[config.mk]
export PLATFORM = sky130hd
export DESIGN_NAME = i2s_audio_tx
export DESIGN_NICKNAME = d
export VERILOG_FILES = /design/src/rtl/poseidon_audio_pkg.sv /design/src/rtl/i2s_bck_nco.sv /design/src/rtl/i2s_audio_tx.sv
export SDC_FILE = /design/constraint.sdc
export NUM_CORES = 1
export LEC_CHECK = 0
export CELL_PAD_IN_SITES_DETAIL_PLACEMENT = 2
export CELL_PAD_IN_SITES_GLOBAL_PLACEMENT = 2
export CORE_MARGIN = 4
export CORE_UTILIZATION = 32
export DETAILED_ROUTE_END_ITERATION = 7
export GPL_ROUTABILITY_DRIVEN = 0
export GPL_TIMING_DRIVEN = 0
export PLACE_DENSITY = 0.73
export SLEW_MARGIN = 20
export SYNTH_ARGS = -nofsm -noshare
export SYNTH_HDL_FRONTEND = slang
export SYNTH_HIERARCHICAL = 1
export SYNTH_SLANG_ARGS = --single-unit
[constraint.sdc]
create_clock -name clk_sys -period 5.3 [get_ports clk_sys]
set_clock_uncertainty 0.15 [all_clocks]
set_input_delay 1.06 -clock clk_sys [delete_from_list [all_inputs] [get_ports clk_sys]]
set_output_delay 1.06 -clock clk_sys [all_outputs]
set_load 0.005 [all_outputs]
[src/rtl/poseidon_audio_pkg.sv]
// Shared constants, sample container and NCO helper for the guest-audio I2S path.
package poseidon_audio_pkg;

  localparam int FRAME_BITS = 64;
  localparam int SLOT_BITS  = 32;
  localparam int AUDIO_SW   = 16;

  typedef struct packed {
    logic signed [AUDIO_SW-1:0] l;
    logic signed [AUDIO_SW-1:0] r;
  } stereo_t;

  // Phase increment per clk_sys cycle: two BCK edges per bit, FRAME_BITS bits per frame.
  // A ratio that could never produce a tick yields 0 so the caller's range check catches it.
  function automatic longint unsigned nco_inc(input longint unsigned clk_hz,
                                              input longint unsigned fs);
    longint unsigned inc;
    inc = 64'(2 * FRAME_BITS) * fs;
    if (inc >= clk_hz) inc = 64'd0;
    return inc;
  endfunction

endpackage

[src/rtl/i2s_bck_nco.sv]
// Fractional NCO producing the I2S bit clock plus one-cycle rise/fall strobes.
module i2s_bck_nco
  import poseidon_audio_pkg::*;
#(
  parameter longint unsigned CLK_HZ    = 64'd50000000,
  parameter longint unsigned SAMPLE_HZ = 64'd48000,
  parameter int              ACC_W     = 32
) (
  input  logic clk_sys,
  input  logic reset_n,
  output logic bck,
  output logic tick_rise,
  output logic tick_fall
);

  localparam logic [ACC_W-1:0] INC   = ACC_W'(nco_inc(CLK_HZ, SAMPLE_HZ));
  localparam logic [ACC_W:0]   LIMIT = (ACC_W+1)'(CLK_HZ);

  if (CLK_HZ <= 64'(4 * FRAME_BITS) * SAMPLE_HZ) begin : g_bad_ratio
    $error("i2s_bck_nco: CLK_HZ must exceed 4*64*SAMPLE_HZ");
  end
  if (CLK_HZ >= (64'd1 << ACC_W)) begin : g_bad_acc
    $error("i2s_bck_nco: CLK_HZ does not fit the accumulator");
  end

  logic [ACC_W-1:0] acc_q, acc_d;
  logic             bck_q, bck_d;
  logic [ACC_W:0]   sum;
  logic             wrap;

  // One spare bit holds acc+inc; acc < CLK_HZ and inc < CLK_HZ keep it from overflowing.
  always_comb begin
    sum   = {1'b0, acc_q} + {1'b0, INC};
    wrap  = (sum >= LIMIT);
    acc_d = wrap ? ACC_W'(sum - LIMIT) : sum[ACC_W-1:0];
    bck_d = bck_q ^ wrap;
  end

  always_ff @(posedge clk_sys or negedge reset_n) begin
    if (!reset_n) begin
      acc_q <= '0;
      bck_q <= 1'b0;
    end else begin
      acc_q <= acc_d;
      bck_q <= bck_d;
    end
  end

  // Strobes mark the cycle whose clock edge flips BCK, so consumers move with the pin.
  assign bck       = bck_q;
  assign tick_rise = wrap && !bck_q;
  assign tick_fall = wrap && bck_q;

endmodule

[src/rtl/i2s_audio_tx.sv]
// Philips I2S transmitter: one-deep shadow buffer, frame-aligned load, repeat-on-underrun.
module i2s_audio_tx
  import poseidon_audio_pkg::*;
#(
  parameter longint unsigned CLK_HZ    = 64'd50000000,
  parameter longint unsigned SAMPLE_HZ = 64'd48000,
  parameter int              SW        = 16,
  parameter int              ACC_W     = 32
) (
  input  logic          clk_sys,
  input  logic          reset_n,
  input  logic [SW-1:0] left_in,
  input  logic [SW-1:0] right_in,
  input  logic          sample_valid,
  output logic          sample_ready,
  output logic          underrun,
  output logic          I2S_BCK,
  output logic          I2S_LRCK,
  output logic          I2S_DATA
);

  if (SW < 8 || SW > 24) begin : g_bad_sw
    $error("i2s_audio_tx: SW must be 8..24");
  end

  logic          tick_fall, tick_rise_unused;
  logic [5:0]    bit_cnt_q, bit_cnt_d;
  logic          lrck_q, lrck_d, data_q, data_d;
  logic          ready_q, ready_d, underrun_q, underrun_d;
  logic          shadow_full_q, shadow_full_d;
  logic [SW-1:0] shadow_l_q, shadow_l_d, shadow_r_q, shadow_r_d;
  logic [SW-1:0] active_l_q, active_l_d, active_r_q, active_r_d;
  logic [SW-1:0] word, shifted;
  logic [4:0]    pos;

  i2s_bck_nco #(
    .CLK_HZ   (CLK_HZ),
    .SAMPLE_HZ(SAMPLE_HZ),
    .ACC_W    (ACC_W)
  ) u_nco (
    .clk_sys  (clk_sys),
    .reset_n  (reset_n),
    .bck      (I2S_BCK),
    .tick_rise(tick_rise_unused),
    .tick_fall(tick_fall)
  );

  // Handshake: a transfer happens on any clk_sys edge where sample_valid && sample_ready;
  // ready is registered and low while the shadow holds an unplayed sample.
  always_comb begin
    bit_cnt_d     = bit_cnt_q;
    lrck_d        = lrck_q;
    data_d        = data_q;
    underrun_d    = 1'b0;
    shadow_full_d = shadow_full_q;
    shadow_l_d    = shadow_l_q;
    shadow_r_d    = shadow_r_q;
    active_l_d    = active_l_q;
    active_r_d    = active_r_q;
    pos           = '0;
    word          = '0;
    shifted       = '0;

    if (sample_valid && ready_q) begin
      shadow_l_d    = left_in;
      shadow_r_d    = right_in;
      shadow_full_d = 1'b1;
    end

    if (tick_fall) begin
      bit_cnt_d = bit_cnt_q + 6'd1;
      // Load decisions use the pre-edge shadow_full, so a same-cycle arrival waits a frame.
      if (bit_cnt_q == 6'(FRAME_BITS - 1)) begin
        if (shadow_full_q) begin
          active_l_d    = shadow_l_q;
          active_r_d    = shadow_r_q;
          shadow_full_d = 1'b0;
        end else begin
          underrun_d = 1'b1;
        end
      end
      lrck_d  = bit_cnt_d[5];
      pos     = bit_cnt_d[4:0];
      word    = bit_cnt_d[5] ? active_r_q : active_l_q;
      shifted = word << (pos - 5'd1);
      data_d  = (pos != 5'd0 && int'(pos) <= SW) ? shifted[SW-1] : 1'b0;
    end

    ready_d = !shadow_full_d;
  end

  always_ff @(posedge clk_sys or negedge reset_n) begin
    if (!reset_n) begin
      bit_cnt_q     <= '0;
      lrck_q        <= 1'b0;
      data_q        <= 1'b0;
      ready_q       <= 1'b1;
      underrun_q    <= 1'b0;
      shadow_full_q <= 1'b0;
      shadow_l_q    <= '0;
      shadow_r_q    <= '0;
      active_l_q    <= '0;
      active_r_q    <= '0;
    end else begin
      bit_cnt_q     <= bit_cnt_d;
      lrck_q        <= lrck_d;
      data_q        <= data_d;
      ready_q       <= ready_d;
      underrun_q    <= underrun_d;
      shadow_full_q <= shadow_full_d;
      shadow_l_q    <= shadow_l_d;
      shadow_r_q    <= shadow_r_d;
      active_l_q    <= active_l_d;
      active_r_q    <= active_r_d;
    end
  end

  assign sample_ready = ready_q;
  assign underrun     = underrun_q;
  assign I2S_LRCK     = lrck_q;
  assign I2S_DATA     = data_q;

endmodule
; ---- Word level (Yosys, flattened, before mapping)
; Index checks and enable logic that the tools add are counted.
[word_totals]
ff_bits = 108
input_bits = 35
output_inout_bits = 5
wordCells = 37
[classes]
add_sub_neg = 4
n_lt_le_gt_ge = 2
eq_ne = 1
shifts = 1
muxes = 10
n_bitwise = 1
reduce_logical = 6
[ops]
columns = op, n
row1 = "32-bit by 23-bit adder with 33-bit output, second input constant", 1
row2 = "33-bit by 26-bit greater-or-equal comparator with 1-bit output, second input constant", 1
row3 = 32-bit 2-to-1 mux, 1
row4 = "32-bit by 26-bit subtractor with 32-bit output, second input constant", 1
row5 = 16-bit 2-to-1 mux, 1
row6 = 16-bit by 5-bit left shift with 16-bit output, 1
row7 = 1-bit 2-to-1 mux, 8
row8 = "6-bit by 1-bit adder with 6-bit output, second input constant", 1
row9 = "6-bit equality test, second input constant", 1
row10 = "5-bit <= comparator, second input constant", 1
row11 = 5-bit nonzero test, 1
row12 = "5-bit by 1-bit subtractor with 5-bit output, second input constant", 1
row13 = 1-bit logical AND, 3
row14 = 3-bit AND reduction, 1
row15 = 1-bit zero test, 1
row16 = 1-bit bitwise XOR, 1

; ---- Depth between registers and ports, before layout
[depth]
depth_word = 6
depth_mapped = 17

; ---- Cells and area by module
; Netlist, hierarchy kept.
[modules_own_cells]
columns = module, n_inst, cells_per_inst, area_per_inst_um2, seq_area_each_um2
row1 = i2s_audio_tx, 1, 280, 3498.4, 1853.0
row2 = i2s_bck_nco, 1, 233, 2020.7, 650.6

; ---- Least setup slack after synthesis
; Ideal clock, no wire load.
[synth_path]
kind = register to register
from = register u_nco.acc_q[14]
to = register active_l_q[0]
t_arrival_ns = 3.836
required_time_ns = 5.025
setup_slack_ns = 1.189
stages_incl_launch_ff = 18
path_buffers = 4
period_less_slack_ns = 4.111
cell_sequence = dfrtp_1 -> buf_1 -> inv_1 -> ha_1 -> buf_2 -> or2_2 -> o21ai_0 -> a22o_1 -> nand4_1 -> a211o_1 -> nand3_2 -> buf_2 -> ha_1 -> nand4_1 -> or3_1 -> nor2_1 -> buf_2 -> mux2_2
[synth_via]
elab_chain_cells = 4
[synth_lines]
columns = element, line
row1 = from (decl), i2s_bck_nco.sv:26  ; logic [ACC_W-1:0] acc_q, acc_d;
row2 = from (signal assigned), i2s_bck_nco.sv:41  ; acc_q <= '0;
row3 = from (signal assigned), i2s_bck_nco.sv:44  ; acc_q <= acc_d;
row4 = 32-bit by 23-bit adder with 33-bit output, i2s_bck_nco.sv:33  ; sum = {1'b0, acc_q} + {1'b0, INC};
row5 = 33-bit by 26-bit greater-or-equal comparator with 1-bit output, i2s_bck_nco.sv:34  ; wrap = (sum >= LIMIT);
row6 = 1-bit logical AND, i2s_bck_nco.sv:52  ; assign tick_fall = wrap && bck_q;
row7 = net tick_fall, i2s_audio_tx.sv:26  ; logic tick_fall, tick_rise_unused;
row8 = 3-bit AND reduction (no source line), n/a
row9 = to (signal assigned), i2s_audio_tx.sv:113  ; active_l_q <= active_l_d;
row10 = to (decl), i2s_audio_tx.sv:32  ; logic [SW-1:0] active_l_q, active_l_d, active_r_q, active_r_d;
; The timed path passes the listed nets, and every way through them passes these cells.
; A chain may end at the register's enable or synchronous reset.

; ---- Worst setup path after layout
[layout_path]
from = register u_nco.acc_q[14]
to = register active_l_q[15]
; Same word-level chain as after synthesis.

==> metrics.txt <==
setup TNS 0 ps; count of final hold-check violations 0; sequential cell area 2500 sq um; Period Utilization, post-route 93.1%; die width around 140 um; peak supply drop 0.000145 V; Synth Cell Area about 5500 sq um; area occupied by multi-input gates 2790 sq um; Yosys reg bits 100; launching point of the worst reg2reg path u_nco/acc_q[14]; top_reg_cell synth dfrtp_1; hold-fix buffers at CTS 0; Buffers on Ports 39; ant diodes 0; crit path launch type register; post-CTS setup buffer count 0; clock sink count 100; kind of critical path register to register; outcome completed; Cells after Synth a little over 500; CTS buffer count 9; drt wl/cell about 20 um; final instance area around 6600 sq um; Hold Slack 331 ps; row count between 40 and 50; worst-path cell chain clkbuf_2 -> inv_1 -> ha_1 -> buf_2 -> and2b_1 -> o31ai_1 -> o31ai_1 -> nand3_1 -> a211o_1 -> nand3_2 -> buf_2 -> ha_1 -> nand4_1 -> or3_1 -> nor2_2 -> buf_2 -> mux2_2; Power Density roughly 230 nW/um^2; Max-Cap Viols 0; worst-case clock buffer depth 2; dpl hpwl around 11 mm; via count 4,207; post-route ant nets 0; H-tree levels 3; Iter 0 DRT Violations around 150; Worst setup EP type register; syn nets 555; Ys Warns 6; asr flop ratio synth 100%; hold path cells 1; r2r setup slk around 370 ps; Worst EP required approximately 5400 ps; HP Start u_nco/acc_q[11]; Cell variety after synth 72; crit path DAT 5020 ps; fin crit period 4930 ps; RSZ-0062 raised after global routing false; largest net degree at the start of global routing between 50 and 60; clk root buf clkbuf_16; Crit. Startpoint u_nco/acc_q[14]; number of fill cells around 1,800; syn_area_per_cell ~11 sq um; setup violators final 0; crit path max fanout 11; total grt overflow 0; CTS tree done; Core Region 16,800 sq um; # DRC 0; Slew @ Worst Pin between 700 and 800 ps; post-synthesis sequential area ratio approximately 45%; first-pass GRT wire length roughly 26 mm; dpl cell area ~6200 sq um; vias in the first global route ~4,600; WHS Endpoint u_nco/acc_q[11]; DR pass1 iterations 4; Die ar. just under 20,000 sq um; antenna violations before repair 0; Slew HR ~52%; reg2reg path depth 17; fmax about 0.20 GHz; IO Pins 40; EDFF count, synth 0; Leakage Power 2.90 nW; most frequent CP cell buf_2; Net count, final 606; Initial Util between 30% and 40%; die height between 100 and 150 um; pre-CTS setup slack -99.1 ps; crit-path max cell delay 460 ps; worst r2r dst active_l_q[15]; slowest CP cell or3_1; Layout area overhead 18.7%; Clock transition at path regs 70 ps; GRT Util Overall 16.5%; total routed wirelength about 16 mm; Slew Limit Fails 0; routed vias/inst about 5.3; HP Class register to register; Skew-Pair Late Insertion Delay 350 ps; layout cell share with drive strength beyond 1 approximately 22%; worst setup margin 367 ps
-- routing by layer --
layer	part of all wire, %	vias to the layer above	GRT usage, %
met3	2.5	16	2.64
met2	48	49	26.7
met5	0	-	0
li1	-	1956	-
met4	1.3	0	4.53
met1	48	2186	23.0
-- state kept, by name, summed over array words and instances (netlist names) --
| signal | count |
|---|---|
| shadow_full_q | 1 |
| u_nco/acc_q | 25 |
| shadow_l_q | 16 |
| bit_cnt_q | 6 |
| shadow_r_q | 16 |
| u_nco/bck | 1 |
| I2S_DATA | 1 |
| underrun | 1 |
| sample_ready | 1 |
| active_r_q | 16 |
| active_l_q | 16 |
-- cell families (layout without fill, tap and decap cells) --
family                   after synthesis  in the layout  share of synthesized area (%)
AO/OA/AOI/OAI                         91             91                           12.6
XOR/XNOR                              39             39                           6.19
adder cells (fa/ha/maj)                7              7                           1.59
buffers and inverters                 48            104                           4.19
flip-flops                           100            100                           45.4
multiplexers                          68             68                           13.8
AND/OR/NAND/NOR                      160            160                           16.2
-- cell type report --
cell class / instances / area share (%)
Tap cell: 220 / 4.20
Multi-Input combinational cell: 365 / 42.6
Inverter: 17 / 0.974
Buffer: 31 / 2.65
Sequential cell: 100 / 38.2
Clock buffer: 10 / 3.65
Clock inverter: 6 / 1.28
Timing Repair Buffer: 40 / 6.40
-- cells in the mapped netlist (8+ instances only) --
master   count  area [sq um]
xor2_1      12           105
or3_1        9          56.3
inv_1       17          63.8
dfrtp_1     99          2480
xnor2_1     27           236
nand2_1     36           135
o31ai_1      8          60.1
mux2_2      63           709
nor2_1      25          93.8
nor3_1      11          55.1
nor2b_1     10          62.6
o21ai_0     15          75.1
buf_2       14          70.1
nand3_1     15          75.1
-- cell usage in the layout, fill, tap and decap left out, types with 4 or more instances in the layout --
cell type         n
a211o_1           4
a211oi_1          7
a21oi_1           7
a22oi_1           5
a31oi_1           7
and3_1            6
buf_1             5
buf_2            12
buf_6             5
clkbuf_1          6
clkbuf_16         9
clkdlybuf4s50_1  38
dfrtp_1          99
ha_1              7
inv_1            17
mux2_2           63
nand2_1          36
nand2b_1          7
nand3_1          15
nand4_1           7
nor2_1           24
nor2b_1          10
nor3_1           11
nor4_1            4
o21ai_0          15
o22ai_1           4
o31ai_1           8
or3_1             9
xnor2_1          27
xor2_1           12
-- metrics by stage --
| stage | instances | total power [mW] | utilization, % |
|---|---|---|---|
| 6_report | 789 | 1.51 | 39.1 |
| 5_1_grt | 789 | 1.57 | 39.1 |
| 4_1_cts | 789 | 1.54 | 39.0 |
| 3_5_place_dp | 773 | 0.823 | 37.1 |
| 3_3_place_gp | 772 | 0.820 | 36.9 |
| 2_1_floorplan | 513 | 0.778 | - |
-- timing repair --
action | CTS | global route
gates resized for setup | 1 | 4
endpoints found under the hold margin | 0 | 0
endpoints found under the setup margin | 30 | 31
-- worst max path at each step --
stage	cells after the start	slack, ps	endpoint
after floorplan	17	1190	active_l_q[0]
after global placement	1	-840	u_nco/acc_q[28]
after detailed placement	17	-100	active_r_q[1]
after CTS	16	20	active_r_q[1]
after global routing	17	20	active_l_q[15]
final	17	370	active_l_q[15]
-- worst max-delay path: cells and delay by family (launching register included) --
kind	cells	cell delay [ps]
AOI/OAI and AO/OA	3	820
adders and majority gates	2	480
muxes	1	380
and+or+nand+nor	6	1490
buffers and inverters	5	1080
DFF	1	410
-- power breakdown --
group          total [mW]  switching (mW)  internal [mW]  leakage (nW)
registers           0.762               0          0.762          1.36
logic              0.0436          0.0194         0.0241          1.38
clock network       0.706           0.317          0.389         0.158
Note: power is estimated with default switching activity, not from simulation.
